**config.mk**
```make
export PLATFORM = sky130hd
export DESIGN_NAME = egress_monitor
export DESIGN_NICKNAME = d
export VERILOG_FILES = /design/src/rtl/egress_pkg.sv /design/src/rtl/egress_monitor_sync_fifo.sv /design/src/rtl/egress_monitor.sv
export SDC_FILE = /design/constraint.sdc
export NUM_CORES = 1
export LEC_CHECK = 0
export CAP_MARGIN = 20
export CORE_MARGIN = 5
export CORE_UTILIZATION = 65
export CTS_CLUSTER_DIAMETER = 100
export DETAILED_ROUTE_END_ITERATION = 12
export HOLD_SLACK_MARGIN = 0.12
export PLACE_DENSITY = 0.83
export SLEW_MARGIN = 20
export SYNTH_ARGS = -nofsm -noshare
export SYNTH_HDL_FRONTEND = slang
export SYNTH_SLANG_ARGS = --single-unit
```
**constraint.sdc**
```tcl
create_clock -name clk -period 15.7 [get_ports clk]
set_clock_uncertainty 0.15 [all_clocks]
set_input_delay 2.355 -clock clk [delete_from_list [all_inputs] [get_ports clk]]
set_output_delay 2.355 -clock clk [all_outputs]
set_load 0.05 [all_outputs]
```
**src/rtl/egress_pkg.sv**
```systemverilog
// ----------------------------------------------------------------------------
// egress_pkg: header layout, register map and FSM states shared by egress blocks
// Rev 1.0
// ----------------------------------------------------------------------------
`default_nettype none

package egress_pkg;

  localparam int LEN_MSB         = 26;
  localparam int LEN_LSB         = 21;
  localparam int LEN_W           = LEN_MSB - LEN_LSB + 1;
  localparam int WORDS_PER_BLOCK = 8;

  localparam logic [2:0] REG_PKT_COUNT  = 3'd0;
  localparam logic [2:0] REG_WORD_COUNT = 3'd1;
  localparam logic [2:0] REG_ERR_COUNT  = 3'd2;
  localparam logic [2:0] REG_LAT_MIN    = 3'd3;
  localparam logic [2:0] REG_LAT_MAX    = 3'd4;
  localparam logic [2:0] REG_LAT_SUM    = 3'd5;
  localparam logic [2:0] REG_STATUS     = 3'd6;
  localparam logic [2:0] REG_POP        = 3'd7;

  typedef enum logic [1:0] {
    IDLE    = 2'd0,
    MAC     = 2'd1,
    TS      = 2'd2,
    PAYLOAD = 2'd3
  } state_e;

  // Index of the final word of a packet whose header carries len.
  function automatic logic [8:0] pkt_last_idx(input logic [LEN_W-1:0] len);
    return 9'((10'(len) + 10'd1) * 10'(WORDS_PER_BLOCK) - 10'd1);
  endfunction

endpackage

`default_nettype wire

```
**src/rtl/egress_monitor_sync_fifo.sv**
```systemverilog
// ----------------------------------------------------------------------------
// sync_fifo: single-clock FIFO; a push while full is accepted only with a pop
// Rev 1.0
// ----------------------------------------------------------------------------
`default_nettype none

module sync_fifo #(
  parameter int WIDTH = 32,
  parameter int DEPTH = 16
) (
  input  logic                       clk,
  input  logic                       reset,
  input  logic                       clr,
  input  logic                       push,
  input  logic [WIDTH-1:0]           wdata,
  input  logic                       pop,
  output logic [WIDTH-1:0]           rdata,
  output logic                       full,
  output logic                       empty,
  output logic [$clog2(DEPTH):0]     count
);

  localparam int AW = $clog2(DEPTH);
  localparam int CW = AW + 1;

  logic [WIDTH-1:0] mem_q [DEPTH];
  logic [AW-1:0]    wr_ptr_q, wr_ptr_d;
  logic [AW-1:0]    rd_ptr_q, rd_ptr_d;
  logic [CW-1:0]    count_q, count_d;
  logic             do_push, do_pop;

  assign full    = (count_q == CW'(DEPTH));
  assign empty   = (count_q == '0);
  assign count   = count_q;
  assign rdata   = mem_q[rd_ptr_q];
  assign do_pop  = pop && !empty;
  assign do_push = push && (!full || do_pop);

  always_comb begin
    wr_ptr_d = wr_ptr_q;
    rd_ptr_d = rd_ptr_q;
    count_d  = count_q;
    if (clr) begin
      wr_ptr_d = '0;
      rd_ptr_d = '0;
      count_d  = '0;
    end else begin
      if (do_push) wr_ptr_d = wr_ptr_q + AW'(1);
      if (do_pop)  rd_ptr_d = rd_ptr_q + AW'(1);
      count_d = count_q + CW'(do_push) - CW'(do_pop);
    end
  end

  always_ff @(posedge clk or negedge reset) begin
    if (!reset) begin
      wr_ptr_q <= '0;
      rd_ptr_q <= '0;
      count_q  <= '0;
    end else begin
      wr_ptr_q <= wr_ptr_d;
      rd_ptr_q <= rd_ptr_d;
      count_q  <= count_d;
    end
  end

  always_ff @(posedge clk) begin
    if (do_push && !clr) mem_q[wr_ptr_q] <= wdata;
  end

endmodule

`default_nettype wire

```
**src/rtl/egress_monitor.sv**
```systemverilog
// ----------------------------------------------------------------------------
// egress_monitor: packet reassembly, switch-latency statistics and latency FIFO
// Rev 1.0
// ----------------------------------------------------------------------------
`default_nettype none

module egress_monitor
  import egress_pkg::*;
#(
  parameter int PORT_ID        = 0,
  parameter int LAT_FIFO_DEPTH = 16,
  parameter int TIMEOUT        = 64
) (
  input  logic        clk,
  input  logic        reset,
  input  logic [31:0] word_in,
  input  logic        word_in_en,
  input  logic [31:0] time_now,
  input  logic        clr,
  input  logic        rd_en,
  input  logic [2:0]  rd_addr,
  output logic [31:0] rd_data,
  output logic        pkt_done,
  output logic        err
);

  localparam int SW = $clog2(TIMEOUT + 1);
  localparam int CW = $clog2(LAT_FIFO_DEPTH) + 1;

  state_e           state_q, state_d;
  logic [LEN_W-1:0] len_q, len_d;
  logic [8:0]       word_cnt_q, word_cnt_d;
  logic [31:0]      ts_q, ts_d;
  logic [SW-1:0]    stall_q, stall_d;
  logic [31:0]      pkt_count_q, pkt_count_d, word_count_q, word_count_d;
  logic [31:0]      err_count_q, err_count_d, lat_sum_q, lat_sum_d;
  logic [31:0]      lat_min_q, lat_min_d, lat_max_q, lat_max_d;
  logic [31:0]      rd_data_q, rd_data_d;
  logic             ovf_q, ovf_d, pkt_done_q, pkt_done_d, err_q, err_d;

  logic             complete, abort, future;
  logic [31:0]      ts_ahead, lat;
  logic             fifo_push, fifo_pop, fifo_full, fifo_empty;
  logic [CW-1:0]    fifo_count;
  logic [31:0]      fifo_head;

  // A timestamp less than half the time range ahead of now is in the future.
  assign ts_ahead  = ts_q - time_now;
  assign future    = (ts_q > time_now) && !ts_ahead[31];
  assign lat       = future ? 32'd0 : (time_now - ts_q);
  assign fifo_push = complete && !clr;
  assign fifo_pop  = rd_en && (rd_addr == REG_POP);

  always_comb begin
    state_d    = state_q;
    len_d      = len_q;
    word_cnt_d = word_cnt_q;
    ts_d       = ts_q;
    stall_d    = stall_q;
    complete   = 1'b0;
    abort      = 1'b0;
    if (word_in_en) begin
      stall_d = '0;
      case (state_q)
        IDLE: begin
          len_d      = word_in[LEN_MSB:LEN_LSB];
          word_cnt_d = 9'd1;
          state_d    = MAC;
        end
        MAC: begin
          word_cnt_d = 9'd2;
          state_d    = TS;
        end
        TS: begin
          ts_d       = word_in;
          word_cnt_d = 9'd3;
          state_d    = PAYLOAD;
        end
        default: begin
          if (word_cnt_q == pkt_last_idx(len_q)) begin
            complete = 1'b1;
            state_d  = IDLE;
          end else begin
            word_cnt_d = word_cnt_q + 9'd1;
          end
        end
      endcase
    end else if (state_q != IDLE) begin
      if (stall_q == SW'(TIMEOUT - 1)) begin
        abort   = 1'b1;
        stall_d = '0;
        state_d = IDLE;
      end else begin
        stall_d = stall_q + SW'(1);
      end
    end
  end

  always_comb begin
    pkt_count_d  = pkt_count_q;
    word_count_d = word_count_q;
    err_count_d  = err_count_q;
    lat_sum_d    = lat_sum_q;
    lat_min_d    = lat_min_q;
    lat_max_d    = lat_max_q;
    ovf_d        = ovf_q;
    if (clr) begin
      pkt_count_d  = '0;
      word_count_d = '0;
      err_count_d  = '0;
      lat_sum_d    = '0;
      lat_min_d    = '1;
      lat_max_d    = '0;
      ovf_d        = 1'b0;
    end else begin
      if (word_in_en && word_count_q != '1) word_count_d = word_count_q + 32'd1;
      if ((abort || (complete && future)) && err_count_q != '1)
        err_count_d = err_count_q + 32'd1;
      if (complete) begin
        if (pkt_count_q != '1) pkt_count_d = pkt_count_q + 32'd1;
        lat_sum_d = lat_sum_q + lat;
        if (lat < lat_min_q) lat_min_d = lat;
        if (lat > lat_max_q) lat_max_d = lat;
      end
      if (fifo_push && fifo_full && !fifo_pop) ovf_d = 1'b1;
    end
  end

  always_comb begin
    rd_data_d  = rd_data_q;
    pkt_done_d = complete;
    err_d      = abort || (complete && future);
    if (rd_en) begin
      case (rd_addr)
        REG_PKT_COUNT:  rd_data_d = pkt_count_q;
        REG_WORD_COUNT: rd_data_d = word_count_q;
        REG_ERR_COUNT:  rd_data_d = err_count_q;
        REG_LAT_MIN:    rd_data_d = lat_min_q;
        REG_LAT_MAX:    rd_data_d = lat_max_q;
        REG_LAT_SUM:    rd_data_d = lat_sum_q;
        REG_STATUS:     rd_data_d = {2'(PORT_ID), 21'b0, ovf_q, fifo_empty, 7'(fifo_count)};
        default:        rd_data_d = fifo_empty ? 32'd0 : fifo_head;
      endcase
    end
  end

  always_ff @(posedge clk or negedge reset) begin
    if (!reset) begin
      state_q      <= IDLE;
      len_q        <= '0;
      word_cnt_q   <= '0;
      ts_q         <= '0;
      stall_q      <= '0;
      pkt_count_q  <= '0;
      word_count_q <= '0;
      err_count_q  <= '0;
      lat_sum_q    <= '0;
      lat_min_q    <= '1;
      lat_max_q    <= '0;
      ovf_q        <= 1'b0;
      rd_data_q    <= '0;
      pkt_done_q   <= 1'b0;
      err_q        <= 1'b0;
    end else begin
      state_q      <= state_d;
      len_q        <= len_d;
      word_cnt_q   <= word_cnt_d;
      ts_q         <= ts_d;
      stall_q      <= stall_d;
      pkt_count_q  <= pkt_count_d;
      word_count_q <= word_count_d;
      err_count_q  <= err_count_d;
      lat_sum_q    <= lat_sum_d;
      lat_min_q    <= lat_min_d;
      lat_max_q    <= lat_max_d;
      ovf_q        <= ovf_d;
      rd_data_q    <= rd_data_d;
      pkt_done_q   <= pkt_done_d;
      err_q        <= err_d;
    end
  end

  assign rd_data  = rd_data_q;
  assign pkt_done = pkt_done_q;
  assign err      = err_q;

  sync_fifo #(
    .WIDTH (32),
    .DEPTH (LAT_FIFO_DEPTH)
  ) u_lat_fifo (
    .clk   (clk),
    .reset (reset),
    .clr   (clr),
    .push  (fifo_push),
    .wdata (lat),
    .pop   (fifo_pop),
    .rdata (fifo_head),
    .full  (fifo_full),
    .empty (fifo_empty),
    .count (fifo_count)
  );

endmodule

`default_nettype wire

```
After elaboration in Yosys (flattened, before gate mapping)

Memory sizes are Yosys's and may differ from the RTL's.
Cells that the tools add are included.

Output and inout port bits: 34
Memories: 1
Memory bits (writable): 512
Bits in registers: 296

$lt $le $gt $ge: 3
Equal/unequal tests: 17
Reductions and logical operators: 41
Mux-type cells: 43
Add/subtract/negate cells: 14

Memory list:

| name             | depth | width | read ports | clocked after Yosys merged registers in | wr ports | line                           | text |
|---|---|---|---|---|---|---|---|
| u_lat_fifo.mem_q | 16    | 32    | 1          | 0                                       | 1        | egress_monitor_sync_fifo.sv:26 | `logic [WIDTH-1:0] mem_q [DEPTH];` |

Operators with widths:

| cell                                                                  | count |
|---|---|
| 32-bit 2-to-1 mux                                                     | 17 |
| 32-bit case mux with 7 select lines                                   | 1 |
| 32-bit by 1-bit adder with 32-bit output, second input constant       | 3 |
| 32-bit inequality test, second input constant                         | 3 |
| 32-bit greater-than comparator                                        | 2 |
| 32-bit subtractor                                                     | 2 |
| 32-bit adder                                                          | 1 |
| 32-bit less-than comparator                                           | 1 |
| 9-bit case mux with 3 select lines                                    | 1 |
| 2-bit nonzero test                                                    | 12 |
| 7-bit 2-to-1 mux                                                      | 3 |
| 4-bit 2-to-1 mux                                                      | 4 |
| 3-bit equality test, second input constant                            | 4 |
| 2-bit AND reduction                                                   | 6 |
| 1-bit logical AND                                                     | 11 |
| 1-bit 2-to-1 mux                                                      | 10 |
| 9-bit by 1-bit adder with 9-bit output, second input constant         | 1 |
| 9-bit equality test                                                   | 1 |
| 9-bit 2-to-1 mux                                                      | 1 |
| 9-bit by 1-bit subtractor with 9-bit output, second input constant    | 1 |
| 4-bit by 1-bit adder with 4-bit output, second input constant         | 2 |
| 2-bit 2-to-1 mux                                                      | 4 |
| 7-bit by 1-bit adder with 7-bit output, second input constant         | 1 |
| 7-bit by 6-bit equality test with 1-bit output, second input constant | 1 |
| 19 further kinds                                                      | 25 |

Depth between registers and ports, before layout

Gate-level depths: netlist of run 1.

Depth after elaboration: 11
Depth in mapped cells: 25
Mapped depth without buffers: 24

Cells and area by module

A second synthesis of run 1 with hierarchy kept.

Cell total of the unflattened synthesis: 3407
Area total of the unflattened synthesis: 41413.5 um^2

By module, submodules not included:

| module         | cells an instance | area an instance (um^2) | instances |
|---|---|---|---|
| egress_monitor | 2388              | 20910.1                 | 1 |
| sync_fifo      | 1019              | 20503.4                 | 1 |

Worst setup path after synthesis of run 1

No wires, ideal clock.

Path kind: input port to flip-flop
From: in time_now[26]
To: reg lat_sum_q[31]
Stages on the path: 24
Arrival: 7.950 ns
Required time: 15.472 ns
Setup slack: 7.522 ns
Path through: inv_1 ha_1 clkbuf_1 and3_1 a221oi_1 o221ai_1 a21o_1 a21oi_1 a31oi_1 and2_1 clkbuf_1 buf_2 a211oi_1 ha_1 a21o_1 nand2_1 or4b_2 nand2_1 o221ai_1 a41oi_1 o21ai_0 xnor2_1 or3_1 a21oi_1

Cells in the longest elaborated chain, start to end: 7
Elaborated cells on any way between the ends: 9

Ends and longest elaborated chain:

| element                | line                  | text |
|---|---|---|
| start: declaration     | egress_monitor.sv:18  | `input logic [31:0] time_now,` |
| 32-bit subtractor      | egress_monitor.sv:48  | `assign ts_ahead = ts_q - time_now;` |
| 1-bit zero test        | egress_monitor.sv:49  | `assign future = (ts_q > time_now) && !ts_ahead[31];` |
| 1-bit logical AND *    | egress_monitor.sv:49  |  |
| 32-bit 2-to-1 mux *    | egress_monitor.sv:50  | `assign lat = future ? 32'd0 : (time_now - ts_q);` |
| named net lat[3]       | egress_monitor.sv:42  | `logic [31:0] ts_ahead, lat;` |
| 32-bit adder *         | egress_monitor.sv:121 | `lat_sum_d = lat_sum_q + lat;` |
| 32-bit 2-to-1 mux *    | egress_monitor.sv:119 | `if (complete) begin` |
| 32-bit 2-to-1 mux *    | egress_monitor.sv:107 | `if (clr) begin` |
| end signal: assignment | egress_monitor.sv:173 | `lat_sum_q <= lat_sum_d;` |
| end: declaration       | egress_monitor.sv:36  | `logic [31:0] err_count_q, err_count_d, lat_sum_q, lat_sum_d;` |

Mark *: on every way through the listed nets, which the timed path passes. The rest lies on a longest branch. The select of a mux whose other input is x is not followed.
A chain may end at the register's enable or synchronous reset.

Final worst setup path of run 1

From: in time_now[0]
To: reg lat_max_q[25]

Cells in the longest elaborated chain, start to end: 7
Elaborated cells on any way between the ends: 12

Ends and longest elaborated chain:

| element                                | line                  | text |
|---|---|---|
| 32-bit subtractor                      | egress_monitor.sv:48  |  |
| 1-bit zero test                        | egress_monitor.sv:49  |  |
| 1-bit logical AND                      | egress_monitor.sv:49  |  |
| 32-bit 2-to-1 mux *                    | egress_monitor.sv:50  |  |
| named net lat[30]                      | egress_monitor.sv:42  |  |
| 32-bit greater-than comparator *       | egress_monitor.sv:123 | `if (lat > lat_max_q) lat_max_d = lat;` |
| 2-bit nonzero test (no source line) *  | n/a                   |  |
| 2-bit AND reduction (no source line) * | n/a                   |  |
| end signal: assignment                 | egress_monitor.sv:175 | `lat_max_q <= lat_max_d;` |
| end: declaration                       | egress_monitor.sv:37  | `logic [31:0] lat_min_q, lat_min_d, lat_max_q, lat_max_d;` |

Marked as above.

==> results.tsv, run 1 <==
stage	metric	value	unit
synthesis	ys_seq_area_share	56.80	%
grt	grt_pass1_wl	179.0	mm
clock_tree	cts.sink_count	808	
setup_path	critPathRequiredTime	16.12	ns
setup_path	arrival	9.83	ns
synthesis	muxShareOfSynthArea	12.84	%
place	port-buffer-count	105	
synthesis	yosysWarnings	0	
floorplan	row_count	91	
hold_path	hold_path.class	flop to flop	
grt	grt_max_degree	118	
power	comb_power_share	36.3	%
detailed_routing	wl_per_cell	29.29	µm
setup_path	path_max_fanout	31	
synthesis	synthSimpleGateAreaFrac	9.816	%
place	hpwl	72.31	mm
synthesis	synth.distinct_cells	80	
synthesis	yosysMostFrequentCell	edfxtp_1	
timing	period_minus_slack	9.408	ns
power	clkPwrFrac	26.2	%
power	seqPwrFrac	37.5	%
detailed_routing	routed_wl	118.8	mm
power	ir_worst_vdd	171.4	µV
hold_path	min-delay-start	rd_data[2]$_DFFE_PN0P_	
timing	setup_viol	0	
finish	areaGrowthSynthToFinish	12.09	%
synthesis	ys_seq_elements	808	
synthesis	synth-async-reset-ratio	36.63	%
synthesis	synth_cells	3096	
clock_tree	clockBufferDepth	3	
setup_path	cp-start-kind	primary input	
timing	hold_viol_final	0	
timing	tns	0	ns
detailed_routing	drc	0	
power	netSwitchingPower	2.911	mW
synthesis	synth_edf_count	512	
floorplan	die_area	66880	µm²
setup_path	crit_path_end_kind	flop	
synthesis	synth_compound_area_share	8.290	%
timing	maxSlewHeadroom	27.04	%
clock_tree	post_cts_buffers	0	
synthesis	synthXorXnorAreaFrac	3.503	%
floorplan	dieWidth	258.6	µm
synthesis	ys_top_cells_by_count	edfxtp_1, nor2_1, dfrtp_1, nand2_1, a21oi_1	
grt	antenna_found_initial	3	
place	place_congestion	0.9445	
power	netSwitchingFraction	36.99	%
detailed_routing	ant_nets	0	
flow_run	max_cap_violations	0	
grt	grt_overflow	0	
clock_tree	ctsResizeCount	0	
synthesis	avgSynthCellArea	12.98	µm²
grt	grtUsageTotal	35.68	%
clock_tree	postCtsHoldBufs	0	
synthesis	synthTopCellsByArea	edfxtp_1, dfrtp_1, mux4_2, ha_1, nor2_1	
synthesis	synth.net_count	3350	
finish	num-nets-final	3453	
detailed_routing	vias	28346	
timing	finalCritPeriodShare	59.92	%
status	status	finished, final reports clean	
synthesis	synth_top_area_share	38.27	%
timing	worst_pin_slew	1.094	ns
synthesis	synth_area	40180	µm²
floorplan	initial_core_util	65.35	%
finish	drive_above_1_share	15.74	%
clock_tree	cts_buffers	83	
setup_path	critical_path_class	primary input to flop	
floorplan	die_h	258.6	µm
synthesis	synth-adder-area-share	5.724	%
setup_path	regToRegStartpoint	ts_q[0]$_DFFE_PN0P_	
synthesis	yosysTopAreaCell	edfxtp_1	
floorplan	boundaryPins	106	
synthesis	synth-main-ff-cell	edfxtp_1	
clock_tree	clkSlewWorstSetupHoldPaths	0.07	ns
floorplan	core_area	61480	µm²
power	power_density	174.7	nW/µm²
timing	rsz0062_at_grt	no	
power	p_int	4.958	mW
timing	drv_slew	0	
finish	finish.utilization	73.25	%
detailed_routing	drtPass1Iterations	6	
clock_tree	cts_tree	built	
clock_tree	clock_latency	0.66	ns
clock_tree	cts-htree-levels	3	
power	power.leakage	17.21	nW
power	power	7.868	mW
synthesis	synth_top_family_by_area	multiplexers	
setup_path	crit_path_start	time_now[0]	
timing	fmax	106.3	MHz
grt	grt_pass1_vias	28521	
detailed_routing	via_per_inst	6.987	
detailed_routing	first_iter_violations	3959	
clock_tree	clock-root-buffer	clkbuf_16	
==> critical path, cell delays in order <==
cell and delay (ns):
clkdlybuf4s50_1 0.44, inv_1 0.07, ha_1 0.16, inv_1 0.05, fa_1 0.41, a21oi_1 0.19
and3b_1 0.20, o311ai_0 0.45, nand3_1 0.22, o31ai_1 0.52, a21oi_1 0.25, a311oi_1 0.41
xor2_1 0.18, nor2_1 0.05, buf_4 0.24, ha_1 0.36, nand4_1 0.19, nor4_1 0.78
o311ai_0 0.56, nand4_1 0.36, nand3_4 0.57, nor2_1 0.54, a22o_1 0.26
==> metal layers <==
metal / routed length [µm] / track usage [%] / up-vias / share of wire (%)
li1: - / - / 11747 / -
met1: 41610 / 46.26 / 13953 / 35
met2: 55200 / 56.20 / 2117 / 46
met3: 14040 / 9.148 / 525 / 12
met4: 7932 / 19.12 / 4 / 6.7
met5: 26 / 0 / - / 0.022
==> final timing paths <==
path	endpoint	slack, ns	cells after the start
worst min-delay path	rd_data[2]$_DFFE_PN0P_	0.37	2
min in group asynchronous	err_count_q[20]$_DFFE_PN0P_	1.57	1
worst max-delay path	lat_max_q[25]$_DFFE_PN0P_	6.29	23
worst max register to register	lat_max_q[25]$_DFFE_PN0P_	8.14	21
max in group asynchronous	rd_data[14]$_DFFE_PN0P_	11.00	4
worst min register to register	rd_data[2]$_DFFE_PN0P_	0.37	2
==> registers in the layout (all words and copies together), names as in the netlist <==
signal	flops
ts_q	32
ovf_q	1
pkt_done	1
state_q	2
u_lat_fifo.rd_ptr_q	4
lat_sum_q	32
u_lat_fifo.mem_q	512
err	1
word_cnt_q	9
word_count_q	32
rd_data	32
u_lat_fifo.count	5
pkt_count_q	32
err_count_q	32
stall_q	7
lat_max_q	32
len_q	6
lat_min_q	32
u_lat_fifo.wr_ptr_q	4
==> area by class of cell <==
type                    instances  area (µm²)
well taps                     790       988.4
clock inverters                47       608.1
inverters                     164       615.6
fillers                      3757       16450
repair buffers                173        1563
diodes                          1       2.502
clock buffers                 105        2200
multi-input cells            1969       16230
flip-flops and latches        808       22830
==> cell usage in the layout (no fill, tap or decap), types with 83 or more instances in the layout <==
cell type,instances
clkdlybuf4s50_1,100
mux4_2,175
ha_1,179
edfxtp_1,512
inv_1,161
dfrtp_1,261
nor2_1,290
nand2_1,204
a21oi_1,190
xnor2_1,104
clkbuf_16,83
==> logic make-up after synthesis <==
family / after synthesis
AO/OA/AOI/OAI: 516
XOR/XNOR: 159
multiplexers: 290
buffers and inverters: 319
adder cells (fa/ha/maj): 182
flip-flops: 808
AND/OR/NAND/NOR: 822
==> through the flow <==
stage	cell area (µm²)	hold slack [ns]	setup slack [ns]	std cells
floorplan	40180	0.3135	7.522	3096
finish	45040	0.3670	6.292	4057
global route	45030	0.3878	6.148	4056
detailed placement	42210	0.3463	5.591	3904
global placement	42190	0.3314	5.983	3904
CTS	45010	0.3681	6.092	4056
==> power groups by stage <==
stage	clock (mW)	sequential (mW)	combinational (mW)
after floorplan	0	3.00	1.62
after global placement	0	2.98	2.54
after detailed placement	0	2.99	2.69
after CTS	2.07	2.95	2.76
after global routing	2.18	2.96	3.04
final	2.06	2.95	2.85
(Power assumes the default switching activity.)
==> inputs of run 2 (changes only) <==
--- a/config.mk
+++ b/config.mk
@@ -7,11 +7,11 @@
 export LEC_CHECK = 0
 export CAP_MARGIN = 20
 export CORE_MARGIN = 5
-export CORE_UTILIZATION = 65
+export CORE_UTILIZATION = 62
 export CTS_CLUSTER_DIAMETER = 100
 export DETAILED_ROUTE_END_ITERATION = 12
 export HOLD_SLACK_MARGIN = 0.12
-export PLACE_DENSITY = 0.83
+export PLACE_DENSITY = 0.8
 export SLEW_MARGIN = 20
 export SYNTH_ARGS = -nofsm -noshare
 export SYNTH_HDL_FRONTEND = slang
==> constraint.sdc (replaced) <==
create_clock -name clk -period 9.8 [get_ports clk]
set_clock_uncertainty 0.15 [all_clocks]
set_input_delay 1.47 -clock clk [delete_from_list [all_inputs] [get_ports clk]]
set_output_delay 1.47 -clock clk [all_outputs]
set_load 0.05 [all_outputs]
==> results.tsv, run 2 (same netlist as run 1, synthesis figures left out) <==
stage	metric	value	unit	change
status	status	finished, final reports clean		unchanged
place	place_congestion	0.9677		was 0.9445
detailed_routing	vias	28012		was 28346
grt	grt_pass1_wl	175.0	mm	was 179.0 mm
clock_tree	clkSlewWorstSetupHoldPaths	0.06	ns	was 0.07 ns
setup_path	critical_path_class	primary input to flop		unchanged
clock_tree	cts_buffers	81		was 83
setup_path	rr_worst_depth	21		unchanged
flow_run	max_cap_violations	0		unchanged
timing	finalCritPeriodShare	80.85	%	
timing	drv_slew	0		unchanged
clock_tree	cts_tree	built		unchanged
finish	drive_above_1_share	15.97	%	was 15.74%
setup_path	crit_path_end_kind	flop		unchanged
setup_path	r2r_end	lat_max_q[12]$_DFFE_PN0P_		was lat_max_q[25]$_DFFE_PN0P_
detailed_routing	via_per_inst	6.791		was 6.987
power	comb_power_share	36.2	%	was 36.3%
setup_path	slowest_delay	0.82	ns	was 0.78 ns
finish	final_common_cell	edfxtp_1		unchanged
floorplan	row_count	93		was 91
timing	worst_pin_slew	1.100	ns	was 1.094 ns
clock_tree	postCtsHoldBufs	0		unchanged
floorplan	die_h	264.6	µm	was 258.6 µm
grt	grt_overflow	0		unchanged
clock_tree	clock-root-buffer	clkbuf_16		unchanged
clock_tree	ctsResizeCount	0		unchanged
power	ir_worst_vdd	354.8	µV	was 171.4 µV
power	netSwitchingFraction	36.82	%	was 36.99%
finish	top_register	u_lat_fifo.mem_q		unchanged
timing	fmax	126.2	MHz	
setup_path	cp_num_buf_inv	4		unchanged
timing	tns	0	ns	unchanged
detailed_routing	routed_wl	115.7	mm	was 118.8 mm
hold_path	min-delay-start	word_cnt_q[0]$_DFFE_PN0P_		was rd_data[2]$_DFFE_PN0P_
clock_tree	clock_latency	0.65	ns	was 0.66 ns
power	netSwitchingPower	4.592	mW	was 2.911 mW
grt	grt_max_degree	108		was 118
setup_path	crit_family	simple AND/OR/NAND/NOR gates		unchanged
setup_path	regToRegStartpoint	ts_q[26]$_DFFE_PN0P_		was ts_q[0]$_DFFE_PN0P_
hold_path	hold_path.class	flop to flop		unchanged
detailed_routing	drtPass1Iterations	8		was 6
floorplan	core_area	64350	µm²	was 61480 µm²
place	port-buffer-count	105		unchanged
timing	maxSlewHeadroom	26.60	%	was 27.04%
timing	period_minus_slack	7.923	ns	
hold_path	min_to	word_cnt_q[0]$_DFFE_PN0P_		was rd_data[2]$_DFFE_PN0P_
place	hpwl	70.29	mm	was 72.31 mm
detailed_routing	first_iter_violations	3712		was 3959
grt	grtUsageTotal	32.80	%	was 35.68%
timing	hold_viol_final	0		unchanged
clock_tree	clockBufferDepth	3		unchanged
finish	areaGrowthSynthToFinish	12.24	%	was 12.09%
power	seqPwrFrac	37.9	%	was 37.5%
hold_path	min_path_cells	1		was 2
setup_path	reg2reg_setup_slack	2.87	ns	was 8.14 ns
clock_tree	cts-htree-levels	3		unchanged
grt	antenna_found_initial	6		was 3
setup_path	path_max_fanout	24		was 31
setup_path	critPathRequiredTime	10.12	ns	was 16.12 ns
clock_tree	cts.sink_count	808		unchanged
floorplan	initial_core_util	62.44	%	was 65.35%
detailed_routing	ant_nets	0		unchanged
setup_path	crit_slowest_cell	and2_1		was nor4_1
finish	num-nets-final	3455		was 3453
timing	setup_viol	0		unchanged
finish	largest_register_ffs	512		unchanged
finish	layout_common_cells	edfxtp_1, nor2_1, dfrtp_1		unchanged
timing	rsz0062_at_grt	no		unchanged
detailed_routing	wl_per_cell	28.04	µm	was 29.29 µm
setup_path	arrival	8.24	ns	was 9.83 ns
floorplan	dieWidth	264.6	µm	was 258.6 µm
floorplan	die_area	69990	µm²	was 66880 µm²
floorplan	boundaryPins	106		unchanged
clock_tree	post_cts_buffers	0		unchanged
power	clkPwrFrac	25.9	%	was 26.2%
grt	grt_pass1_vias	28164		was 28521
power	power	12.47	mW	was 7.868 mW
power	power.leakage	17.21	nW	about the same
power	p_int	7.880	mW	was 4.958 mW
detailed_routing	drc	0		unchanged
setup_path	cp-start-kind	primary input		unchanged
power	power_density	276.6	nW/µm²	was 174.7 nW/µm²
setup_path	path_cells	clkdlybuf4s50_1 -> inv_1 -> ha_1 -> and3_1 -> a221oi_1 -> o221ai_1 -> nor3_1 -> o211ai_1 -> a31oi_1 -> and2_1 -> nor2_1 -> buf_4 -> ha_1 -> nand2_1 -> nor4_1 -> o21ai_0 -> a21oi_1 -> o311ai_0 -> nand4_1 -> nand3_2 -> buf_4 -> mux2i_1 -> nor2_1		was clkdlybuf4s50_1 -> inv_1 -> ha_1 -> inv_1 -> fa_1 -> a21oi_1 -> and3b_1 -> o311ai_0 -> nand3_1 -> o31ai_1 -> a21oi_1 -> a311oi_1 -> xor2_1 -> nor2_1 -> buf_4 -> ha_1 -> nand4_1 -> nor4_1 -> o311ai_0 -> nand4_1 -> nand3_4 -> nor2_1 -> a22o_1
-- run 2: cell types whose count changed in the layout (fill, tap and decap cells not counted), sizes merged --
cell      before  now
clkbuf       105  110
clkinv        31   25
clkinvlp       3    4
buf           73   77
inv          166  168
bufinv        11    8
-- run 2: final cells by class --
| cell class | count | area [µm²] |
|---|---|---|
| antenna | 1 | 2.502 |
| clock buffer | 110 | 2257 |
| clock inverter | 41 | 513.0 |
| fill | 4104 | 19250 |
| inverter | 164 | 615.6 |
| multi-input combinational | 1969 | 16210 |
| sequential | 808 | 22830 |
| tap | 855 | 1070 |
| timing repair buffer | 177 | 1593 |
-- run 2: routing by layer --
metal	wire, µm	GRT usage [%]	vias up
li1	-	-	11750
met1	42120	43.63	13999
met2	54890	52.95	1846
met3	12030	6.831	407
met4	6581	14.91	10
met5	60	0	-
-- run 2: through the flow --
step                      instances  instance area (µm²)  setup slack (ns)  util, %  hold WS (ns)
final                          4125                45090             1.877    70.08        0.3709
after global routing           4124                45090             1.530    70.07        0.4049
after CTS                      4124                45070             2.003    70.05        0.3704
after detailed placement       3973                42300             1.420    65.74        0.3612
after global placement         3973                42300             1.659    65.74        0.3419
after floorplan                3096                40180             2.507        -        0.3135
-- run 2: worst reg2reg max path: stages, from the launching register on --
cell and delay (ns):
dfrtp_1 0.39, ha_1 0.38, and3_1 0.24, a221oi_1 0.29
o221ai_1 0.26, nor3_1 0.23, o211ai_1 0.14, a31oi_1 0.44
and2_1 0.82, nor2_1 0.15, buf_4 0.28, ha_1 0.36
nand2_1 0.09, nor4_1 0.63, o21ai_0 0.22, a21oi_1 0.25
o311ai_0 0.20, nand4_1 0.19, nand3_2 0.32, buf_4 0.39
mux2i_1 0.24, nor2_1 0.10
-- run 2: power by group through the flow --
stage               Clock [mW]  Sequential (mW)  Combinational, mW
floorplan                    0             4.81               2.60
global route              3.41             4.74               4.81
CTS                       3.26             4.73               4.37
global placement             0             4.78               4.04
finish                    3.23             4.73               4.52
detailed placement           0             4.79               4.25
-- run 2: worst max-delay path by stage --
stage | from | endpoint | cells after the start
floorplan | time_now[26] | lat_sum_q[31]$_DFFE_PN0P_ | 24
global placement | time_now[26] | lat_min_q[6]$_DFFE_PN1P_ | 24
detailed placement | time_now[26] | lat_min_q[14]$_DFFE_PN1P_ | 24
CTS | time_now[26] | lat_max_q[12]$_DFFE_PN0P_ | 21
global route | time_now[1] | lat_min_q[21]$_DFFE_PN1P_ | 23
finish | time_now[26] | lat_max_q[12]$_DFFE_PN0P_ | 23
